## src/rtl/prog_load_ctrl.sv

```systemverilog
// Program load / run / dump session controller for a pipeline test harness.
// Optional dump phase enabled by defining PROG_LOAD_DUMP_EN.
module prog_load_ctrl (
    input  logic        clk,
    input  logic        reset,
    input  logic        start,
    input  logic [9:0]  imem_len,
    input  logic [8:0]  dmem_len,
    input  logic [8:0]  pc_stop,
    input  logic [8:0]  pc,
    input  logic        in_valid,
    input  logic [31:0] in_data,
    output logic        in_ready,
    output logic        imem_we,
    output logic [8:0]  imem_addr,
    output logic [31:0] imem_data,
    output logic        dmem_we_external,
    output logic        dmem_re_external,
    output logic [7:0]  dmem_addr,
    output logic [31:0] dmem_data,
    input  logic [31:0] dmem_out,
    output logic        reg_re,
    output logic [3:0]  reg_addr,
    input  logic [31:0] reg_out,
    output logic        pipe_en,
    output logic        out_valid,
    output logic [31:0] out_data,
    input  logic        out_ready,
    output logic        busy,
    output logic        done
);

    typedef enum logic [2:0] {
        IDLE, LOAD_I, LOAD_D, RUN, DUMP_RD, DUMP_OUT, FIN
    } state_e;

    state_e      state_q, state_d;
    logic [9:0]  ilen_q, ilen_d;
    logic [8:0]  dlen_q, dlen_d;
    logic [8:0]  stop_q, stop_d;
    logic [8:0]  pc_q;
    logic [9:0]  cnt_q, cnt_d;
    logic        iwe_q, iwe_d;
    logic        dwe_q, dwe_d;
    logic [8:0]  waddr_q, waddr_d;
    logic [31:0] wdata_q, wdata_d;
    logic [9:0]  ilen_sat;
    logic [8:0]  dlen_sat;
    logic        beat;
    logic        run_en;

    assign ilen_sat = (imem_len > 10'd512) ? 10'd512 : imem_len;
    assign dlen_sat = (dmem_len > 9'd256) ? 9'd256 : dmem_len;
    assign in_ready = (state_q == LOAD_I) || (state_q == LOAD_D);
    assign beat     = in_valid && in_ready;
    // Hold the pipeline off while the final load write is still in flight.
    assign run_en   = (state_q == RUN) && !iwe_q && !dwe_q;

`ifdef PROG_LOAD_DUMP_EN
    logic        rdreg_q, rdreg_d;
    logic        cap_q, cap_d;
    logic [31:0] odata_q, odata_d;
    logic        rd;

    assign rd               = (state_q == DUMP_RD);
    assign dmem_re_external = rd && !rdreg_q;
    assign reg_re           = rd && rdreg_q;
    assign dmem_addr        = dmem_re_external ? cnt_q[7:0] : waddr_q[7:0];
    assign reg_addr         = reg_re ? cnt_q[3:0] : 4'd0;
    assign out_valid        = (state_q == DUMP_OUT) && !cap_q;
    assign out_data         = odata_q;
`else
    logic unused_dump_inputs;

    assign unused_dump_inputs = ^{dmem_out, reg_out, out_ready};
    assign dmem_re_external   = 1'b0;
    assign reg_re             = 1'b0;
    assign dmem_addr          = waddr_q[7:0];
    assign reg_addr           = 4'd0;
    assign out_valid          = 1'b0;
    assign out_data           = 32'd0;
`endif

    always_comb begin
        state_d = state_q;
        ilen_d  = ilen_q;
        dlen_d  = dlen_q;
        stop_d  = stop_q;
        cnt_d   = cnt_q;
        iwe_d   = 1'b0;
        dwe_d   = 1'b0;
        waddr_d = waddr_q;
        wdata_d = wdata_q;
`ifdef PROG_LOAD_DUMP_EN
        rdreg_d = rdreg_q;
        cap_d   = cap_q;
        odata_d = odata_q;
`endif
        unique case (state_q)
            IDLE: begin
                if (start) begin
                    ilen_d = ilen_sat;
                    dlen_d = dlen_sat;
                    stop_d = pc_stop;
                    cnt_d  = 10'd0;
                    if (ilen_sat != 10'd0)     state_d = LOAD_I;
                    else if (dlen_sat != 9'd0) state_d = LOAD_D;
                    else                       state_d = RUN;
                end
            end
            LOAD_I: begin
                if (beat) begin
                    iwe_d   = 1'b1;
                    waddr_d = cnt_q[8:0];
                    wdata_d = in_data;
                    if (cnt_q == ilen_q - 10'd1) begin
                        cnt_d   = 10'd0;
                        state_d = (dlen_q != 9'd0) ? LOAD_D : RUN;
                    end else begin
                        cnt_d = cnt_q + 10'd1;
                    end
                end
            end
            LOAD_D: begin
                if (beat) begin
                    dwe_d   = 1'b1;
                    waddr_d = cnt_q[8:0];
                    wdata_d = in_data;
                    if (cnt_q == {1'b0, dlen_q} - 10'd1) begin
                        cnt_d   = 10'd0;
                        state_d = RUN;
                    end else begin
                        cnt_d = cnt_q + 10'd1;
                    end
                end
            end
            RUN: begin
                if (run_en && (pc_q >= stop_q)) begin
                    cnt_d = 10'd0;
`ifdef PROG_LOAD_DUMP_EN
                    rdreg_d = (dlen_q == 9'd0);
                    state_d = DUMP_RD;
`else
                    state_d = FIN;
`endif
                end
            end
`ifdef PROG_LOAD_DUMP_EN
            DUMP_RD: begin
                cap_d   = 1'b1;
                state_d = DUMP_OUT;
            end
            DUMP_OUT: begin
                // First cycle captures the read data; then offer it.
                if (cap_q) begin
                    odata_d = rdreg_q ? reg_out : dmem_out;
                    cap_d   = 1'b0;
                end else if (out_ready) begin
                    state_d = DUMP_RD;
                    if (rdreg_q) begin
                        if (cnt_q == 10'd15) state_d = FIN;
                        else                 cnt_d = cnt_q + 10'd1;
                    end else if (cnt_q == {1'b0, dlen_q} - 10'd1) begin
                        rdreg_d = 1'b1;
                        cnt_d   = 10'd0;
                    end else begin
                        cnt_d = cnt_q + 10'd1;
                    end
                end
            end
`endif
            FIN:     state_d = IDLE;
            default: state_d = IDLE;
        endcase
    end

    always_ff @(posedge clk or posedge reset) begin
        if (reset) begin
            state_q <= IDLE;
            ilen_q  <= 10'd0;
            dlen_q  <= 9'd0;
            stop_q  <= 9'd0;
            pc_q    <= 9'd0;
            cnt_q   <= 10'd0;
            iwe_q   <= 1'b0;
            dwe_q   <= 1'b0;
            waddr_q <= 9'd0;
            wdata_q <= 32'd0;
`ifdef PROG_LOAD_DUMP_EN
            rdreg_q <= 1'b0;
            cap_q   <= 1'b0;
            odata_q <= 32'd0;
`endif
        end else begin
            state_q <= state_d;
            ilen_q  <= ilen_d;
            dlen_q  <= dlen_d;
            stop_q  <= stop_d;
            pc_q    <= pc;
            cnt_q   <= cnt_d;
            iwe_q   <= iwe_d;
            dwe_q   <= dwe_d;
            waddr_q <= waddr_d;
            wdata_q <= wdata_d;
`ifdef PROG_LOAD_DUMP_EN
            rdreg_q <= rdreg_d;
            cap_q   <= cap_d;
            odata_q <= odata_d;
`endif
        end
    end

    assign imem_we          = iwe_q;
    assign imem_addr        = waddr_q;
    assign imem_data        = wdata_q;
    assign dmem_we_external = dwe_q;
    assign dmem_data        = wdata_q;
    assign pipe_en          = run_en;
    assign busy             = (state_q != IDLE);
    assign done             = (state_q == FIN);

endmodule

```

## config.mk

```make
export PLATFORM = sky130hd
export DESIGN_NAME = prog_load_ctrl
export DESIGN_NICKNAME = d
export VERILOG_FILES = /design/src/rtl/prog_load_ctrl.sv
export SDC_FILE = /design/constraint.sdc
export NUM_CORES = 1
export LEC_CHECK = 0
export CAP_MARGIN = 20
export CELL_PAD_IN_SITES_DETAIL_PLACEMENT = 0
export CELL_PAD_IN_SITES_GLOBAL_PLACEMENT = 1
export CORE_MARGIN = 2
export CORE_UTILIZATION = 30
export DETAILED_ROUTE_END_ITERATION = 6
export PLACE_DENSITY = 0.78
export SLEW_MARGIN = 20
export SYNTH_ARGS = -nofsm -noshare
export SYNTH_HDL_FRONTEND = slang
export SYNTH_SLANG_ARGS = --single-unit
```

## constraint.sdc

```tcl
create_clock -name clk -period 3.7 [get_ports clk]
set_input_delay 0.37 -clock clk [delete_from_list [all_inputs] [get_ports clk]]
set_output_delay 0.37 -clock clk [all_outputs]
set_load 0.005 [all_outputs]
```

==> results of run 1 <==
## worst max-delay path, stage by stage, from the launching register on
cell and delay, ps:
dfrtp_1 470, inv_1 100, ha_1 300, or3b_1 400
nor4_2 140, o21ai_1 150, a2111oi_4 560, nor2_2 90
o21ai_0 530, o21ai_0 200
## placed cells by master, fill, tap and decap left out, types with 2 or more instances in the layout
| cell | instances |
|---|---|
| nand3b_1 | 2 |
| nor4_4 | 2 |
| nor3b_1 | 4 |
| a211oi_1 | 2 |
| nand2b_1 | 20 |
| a221oi_1 | 4 |
| or4_1 | 2 |
| a31oi_1 | 2 |
| xor2_1 | 12 |
| nand2_1 | 31 |
| mux2i_1 | 6 |
| buf_4 | 4 |
| nor4_1 | 2 |
| and2_1 | 5 |
| a21boi_0 | 2 |
| clkinvlp_4 | 2 |
| o21a_1 | 3 |
| clkbuf_16 | 9 |
| nor3_1 | 13 |
| a2111oi_4 | 2 |
| o2111ai_1 | 2 |
| o21ai_0 | 26 |
| xnor2_1 | 8 |
| nor2b_1 | 7 |
| nand3_1 | 9 |
| mux2_2 | 54 |
| and3_1 | 3 |
| conb_1 | 39 |
| o31ai_1 | 3 |
| ha_1 | 12 |
| dfrtp_1 | 93 |
| nor2_1 | 20 |
| inv_1 | 16 |
| clkdlybuf4s50_1 | 159 |
| a21oi_1 | 11 |
| a22o_1 | 3 |
| inv_6 | 2 |
| nand4_1 | 2 |
## sequential cells by signal, summed over array words and instances (netlist names)
name	cells
dmem_data	32
cnt_q	10
ilen_q	10
dlen_q	9
imem_addr	9
pc_q	9
stop_q	9
state_q	3
dmem_we_external	1
imem_we	1
## worst paths after layout
| check | to | from | cells after the start |
|---|---|---|---|
| setup reg to reg | cnt_q[2] | ilen_q[0] | 9 |
| hold reg to reg | stop_q[8] | stop_q[8] | 1 |
| hold / removal | pc_q[8] | pc[8] | 1 |
| min in group asynchronous | dmem_data[30] | reset | 2 |
| max in group asynchronous | ilen_q[9] | reset | 3 |
| setup / recovery | cnt_q[2] | ilen_q[0] | 9 |
## per-layer routing
metal | share of wire | vias up | GRT usage
met4 | 0.014 | 0 | 0.0470
met2 | 0.51 | 132 | 0.220
li1 | - | 1870 | -
met3 | 0.054 | 12 | 0.0224
met1 | 0.43 | 1866 | 0.157
met5 | 0 | - | 0
## final cells by class
cell class | instances | share of cell area
multi-input combinational | 337 | 0.346
sequential | 93 | 0.332
timing repair buffer | 163 | 0.231
tap | 225 | 0.0401
clock buffer | 10 | 0.0341
inverter | 17 | 0.00945
clock inverter | 6 | 0.00749
## stage by stage
step,cell area [um2],hold WS [ps],power (mW),instances
6_report,7020,456,4.98,851
3_3_place_gp,6730,488,4.05,835
4_1_cts,7020,445,5.07,851
5_1_grt,7020,458,5.37,851
3_5_place_dp,6730,493,4.14,835
2_1_floorplan,5500,401,3.23,548
## report_power, final
| group | internal [mW] | switching [mW] | total, mW |
|---|---|---|---|
| combinational | 1.42 | 0.899 | 2.32 |
| sequential | 1.37 | 0.385 | 1.76 |
| clock | 0.485 | 0.422 | 0.907 |
| total | 3.27 | 1.71 | 4.98 |
## cell families after synthesis
family / count (synthesis) / synth area share
compound gates: 73 / 0.0971
xor+xnor: 20 / 0.0327
fa+ha+maj: 12 / 0.0280
buf+inv: 118 / 0.139
flops: 93 / 0.434
mux: 60 / 0.125
other cells: 1 / 0.000700
simple gates: 133 / 0.143
==> reports/summary.md, run 1 <==
264 I/O pins were placed. dfrtp_1 is the most common cell in the netlist. The repair_antennas step left the layout with diodes totalling 0. The arrival time reported for the critical path endpoint was 3290 ps; the maximum fanout count along the critical path was 8.

After the first detailed-routing iteration, the DRC count stood at 139. The detailed-route wire length was 12100 um. TritonCTS built the clock tree.

Setup slack after layout: 615 ps. For the global route total overflow, the log shows 0. Among all flip-flop cells after synthesis, the most frequent one is dfrtp_1.

The run gives 18600 um as the global-route wire length before repair. The tools report the detailed placement HPWL as 9290 um. The largest clock skew in the final design is 8.07 ps. The leakage power of the design is 2.95 nW, and the die boundary width is 138 um. The run finished with clean final reports. Yosys attributes the largest share of cell area to dfrtp_1, mux2_2, buf_4. In this run the core area contains 48 standard-cell rows. Clock latency on the worst-skew pair, taken at its later pin, is 350 ps. In this run the number of H-tree levels came out at 3. Critical path launch point type: a flop.

The register area share after synthesis is 0.434. The worst setup path is captured at a flop. The run gives 0 as the number of max-cap violations. For this run, the number of Yosys warnings is 0. The number of buffers inserted during clock tree synthesis was 9; the average detailed-routed wire length per instance was 14.3 um. The area fraction of the dominant cell type after synthesis is 0.434, and the maximum resistive drop on vdd is 0.297 mV. Root cell of the clock tree: clkbuf_16.

The die is 138 um tall. The measured slew at the worst slew-check pin is 1010 ps. In this run the post-CTS setup repair buffer count came out at 0.

The largest net degree at the start of global routing was 68. The initial core utilization was 0.309. The logs give 0 for the initial antenna violation count and 0.808 for the final weighted congestion in routability-driven placement. In the routed design, unresolved DRC markers number 0.

Sorting the synthesized cells by how often they occur yields dfrtp_1, buf_4, mux2_2. The tightest min-delay check is of the in2reg type. Final cycle utilization of the critical path: 0.834.

Post-CTS repair changed the size of 0 cells. The post-synthesis instance total was 510; the post-synthesis cell area was 0.00536 mm2. The overall track demand over capacity in global routing is 0.127.

The average size of a mapped cell was 10.5 um2; the die area was 0.0189 mm2. The routed design could run at a clock period as short as 3080 ps. The count of buffers added on input and output ports is 159. Counting flops and latches in the post-synthesis netlist gives 93.

Setup violations remaining at the end of the flow were counted as 0. For this design, the CTS-stage hold fixing added 0 buffers. Counting distinct cell types in the post-synthesis netlist gives 60. The largest area contributor in the netlist is dfrtp_1.

The headroom to the max-slew limit came out at 0.322. The number of global-route vias before repair is 3684, and the setup slack on the worst flop-to-flop path is 620 ps. At the placement stage, the worst setup path has a slack of 650 ps. Counting flops with a built-in enable in the synthesized netlist gives 0. For the worst setup path, the data required time is 3900 ps. Summing all multi-input logic gate instances after layout gives 0.00243 mm2. Final-report hold violation count: 0. The tools report the number of clock sinks as 93. Start-to-end type of the worst setup path: reg2reg. Once detail routing completed, the nets flagged for antenna violations numbered 0. For this block, the via count after detailed routing is 3880.

Based on the critical path, the design can be clocked at up to 324 MHz. Clock-pin slew was measured on the worst setup and hold paths at 70 ps. The share of final-layout standard cells stronger than drive strength 1 came out at 0.139. In the final design database the tool counted 771 nets. Counting the fill cells in the layout gives 1667.

Across the whole layout, storage elements account for 0.00233 mm2. The final number of max-transition violations was 0; the power per cell area was 710 mW/mm2. The share of flip-flops with an asynchronous set or reset was 1.00.

In this run the standard cell core region covers 0.0174 mm2. The detail-routed via count per cell is 4.56. The maximum root-to-sink buffer count is 2, and the synthesis-to-layout area growth is 30.9%. The tools report the final core utilization as 0.404.

Setup repair after global routing left no endpoint under its margin. Setup total negative slack on the finished layout was measured at 0 ps. First-pass detailed-route iteration total: 4.
Power figures use the tool's default switching activity.
==> inputs of run 2 (changes only) <==
--- a/config.mk
+++ b/config.mk
@@ -9,9 +9,9 @@
 export CELL_PAD_IN_SITES_DETAIL_PLACEMENT = 0
 export CELL_PAD_IN_SITES_GLOBAL_PLACEMENT = 1
 export CORE_MARGIN = 2
-export CORE_UTILIZATION = 30
+export CORE_UTILIZATION = 27
 export DETAILED_ROUTE_END_ITERATION = 6
-export PLACE_DENSITY = 0.78
+export PLACE_DENSITY = 0.74
 export SLEW_MARGIN = 20
 export SYNTH_ARGS = -nofsm -noshare
 export SYNTH_HDL_FRONTEND = slang
==> constraint.sdc (replaced) <==
create_clock -name clk -period 2.8 [get_ports clk]
set_input_delay 0.28 -clock clk [delete_from_list [all_inputs] [get_ports clk]]
set_output_delay 0.28 -clock clk [all_outputs]
set_load 0.005 [all_outputs]
==> run 2 against run 1 <==
Net effect:
- critical path type unchanged
- critical endpoint is now state_q[0]
- final cell count increased by 5.9%
- critical path depth unchanged
- routed wire length increased by 4.1%
==> reports/summary.md, run 2 (synthesized netlist as in run 1, its figures left out) <==
After layout, the worst setup slack is 197 ps. After layout, the minimum clock period comes to 2600 ps. The share of final-layout standard cells stronger than drive strength 1 came out at 0.154.

On the critical path the largest part of the delay comes from simple AND/OR/NAND/NOR gates. The library cells used most frequently in the layout, excluding fill and tap cells, are clkdlybuf4s50_1, dfrtp_1, mux2_2. The run gives 0.386 mV as the maximum resistive drop on vdd. In the final layout, the multi-input gates occupy 0.00243 mm2. Slowest cell on the critical path: or4_1. The DRC marker count from the first detailed-route iteration is 144, and the number of design rule violations left after detail routing is 0. In this run the worst hold path is classified as in2async. The most common library cell in the layout ignoring fill and taps is clkdlybuf4s50_1. After detailed routing, the average wire length per cell comes to 14.0 um. The run gives 0.515 as the headroom to the max-slew limit.

After detailed routing, the number of vias per cell comes to 4.36. The logs give 93 for the number of clock sinks and 384 MHz for the highest clock rate. The die boundary width is 145 um. The final-report hold violation count was 0. The total power is 6.66 mW.

Timing analysis after detailed placement gives a worst setup slack of 27.7 ps. In this run the worst path has a maximum fanout of 7. In this run the remaining antenna-violating nets after routing total 0. For the final routed database, the setup TNS stands at 0 ps. The critical path's largest stage delay is 530 ps, and the number of nets in the layout is 781.

Summing all placed instances gives a cell area of 0.00688 mm2. The initial core utilization was 0.275. The cell sitting at the root of the clock tree is a clkbuf_16. The power per cell area is 929 mW/mm2. The run gives 0.00233 mm2 as the area of all sequential standard cells. In this run the deepest clock path goes through 2 buffers. For this design the static power due to leakage is 3.01 nW. The later pin in the worst-skew pair is clocked with a latency of 350 ps.

TritonCTS built the clock tree. STA puts the critical path data arrival time at 2880 ps. For the pin with the worst max-slew slack, the measured transition is 709 ps. Setup repair after global routing left no endpoint under its margin. The register with the most flip-flops in the layout has 32 of them. The start-to-end type of the worst setup path was reg2reg.

The initial antenna violation count was 0. STA classifies the critical path startpoint as a flop. In this run, post-CTS hold repair placed 0 buffers.

The run finished with clean final reports. Entering global routing, the biggest net connects 67 pins. Once layout is done, the placed cells without fillers occupy 0.00717 mm2.

The run gives 0 as the number of max-cap violations. Overall track demand over capacity in global routing: 0.123. The logs give 12600 um for the detailed-route wire length and 0.807 for the final weighted congestion in routability-driven placement. The layout has 1924 filler cells.

In this run the tool buffered the top-level ports with 159 buffer cells. The run gives 3959 as the number of global-route vias before repair. Summing over every cut layer, the via total after detailed routing is 3930. For the final setup violation count, the log shows 0. The final number of max-transition violations is 0, and the largest clock skew in the final design is 5.38 ps. The total area inside the core boundary comes to 0.0195 mm2.

Before antenna repair, the detailed router went through 4 iterations. The worst setup path is captured at a flop. Traced cell by cell, the critical path runs through inv_1, ha_2, or3b_1, nor4_2, o21ai_1, a2111oi_4, nor2_2, or4_1, a21oi_1.

After clock tree synthesis, the clock-pin slew on the worst setup and hold paths is 70 ps. The count of buffer and inverter cells on the critical path works out to 1. The repair_antennas step left the layout with diodes totalling 0. Row generation in the floorplan step produced 51 rows.

The die covers 0.0210 mm2. The height of the die came out at 145 um. STA puts the critical path data required time at 3080 ps. In this run the number of H-tree levels came out at 3. The tools report the final core utilization as 0.368. For this design the top-level I/O count stands at 264. Buffers inserted during clock tree synthesis total 9.

The final cycle utilization of the critical path works out to 0.930. The synthesis-to-layout area growth was 33.7%; the global-route wire length before repair was 20000 um. The logs give 9580 um for the detailed placement HPWL and 0 for the global route total overflow.
run 2: layout make-up:
type / count / area share
inverter: 17 / 0.00925
multi-input combinational: 337 / 0.339
sequential: 93 / 0.325
timing repair buffer: 173 / 0.240
clock inverter: 5 / 0.00489
tap: 265 / 0.0463
clock buffer: 11 / 0.0353
run 2: path summary, 6_finish.rpt:
kind | from | end | slack, ps | cells after the start
max in group asynchronous | reset | stop_q[5] | 1850 | 3
hold / removal | reset | dmem_data[18] | 260 | 2
setup reg to reg | ilen_q[0] | state_q[0] | 200 | 9
hold reg to reg | stop_q[3] | stop_q[3] | 510 | 1
min in group clk | pc[4] | pc_q[4] | 370 | 1
setup / recovery | ilen_q[0] | state_q[0] | 200 | 9
run 2: per-stage QoR:
step           hold WS [ps]  instances
3_3_place_gp            491        885
3_5_place_dp            494        885
5_1_grt                 278        901
2_1_floorplan           311        548
4_1_cts                 264        901
6_report                259        901
run 2: power breakdown:
part | leakage (nW) | switching, mW | total (mW) | internal [mW]
sequential | 1.16 | 0.502 | 2.32 | 1.82
clock | 0.130 | 0.533 | 1.18 | 0.649
combinational | 1.72 | 1.22 | 3.16 | 1.93
total | 3.01 | 2.26 | 6.66 | 4.40
run 2: metal layers:
metal	up-vias	track usage	share of wire
li1	1877	-	-
met1	1914	0.142	0.40
met2	129	0.212	0.52
met3	10	0.0444	0.076
met4	0	0.0373	0.0095
met5	-	0	0
run 2: repair_timing:
item | CTS | global route
gates resized for setup | 0 | 2
buffers inserted | 0 | 0
endpoints found under the setup margin | 0 | 6
==> inputs of run 3 (changes only) <==
--- a/config.mk
+++ b/config.mk
@@ -10,9 +10,11 @@
 export CELL_PAD_IN_SITES_GLOBAL_PLACEMENT = 1
 export CORE_MARGIN = 2
 export CORE_UTILIZATION = 27
+export CTS_CLUSTER_DIAMETER = 200
 export DETAILED_ROUTE_END_ITERATION = 6
 export PLACE_DENSITY = 0.74
 export SLEW_MARGIN = 20
 export SYNTH_ARGS = -nofsm -noshare
 export SYNTH_HDL_FRONTEND = slang
 export SYNTH_SLANG_ARGS = --single-unit
+export TNS_END_PERCENT = 30
==> results of run 3 <==
No change in the layout: final DEF, timing and power equal those of run 2.
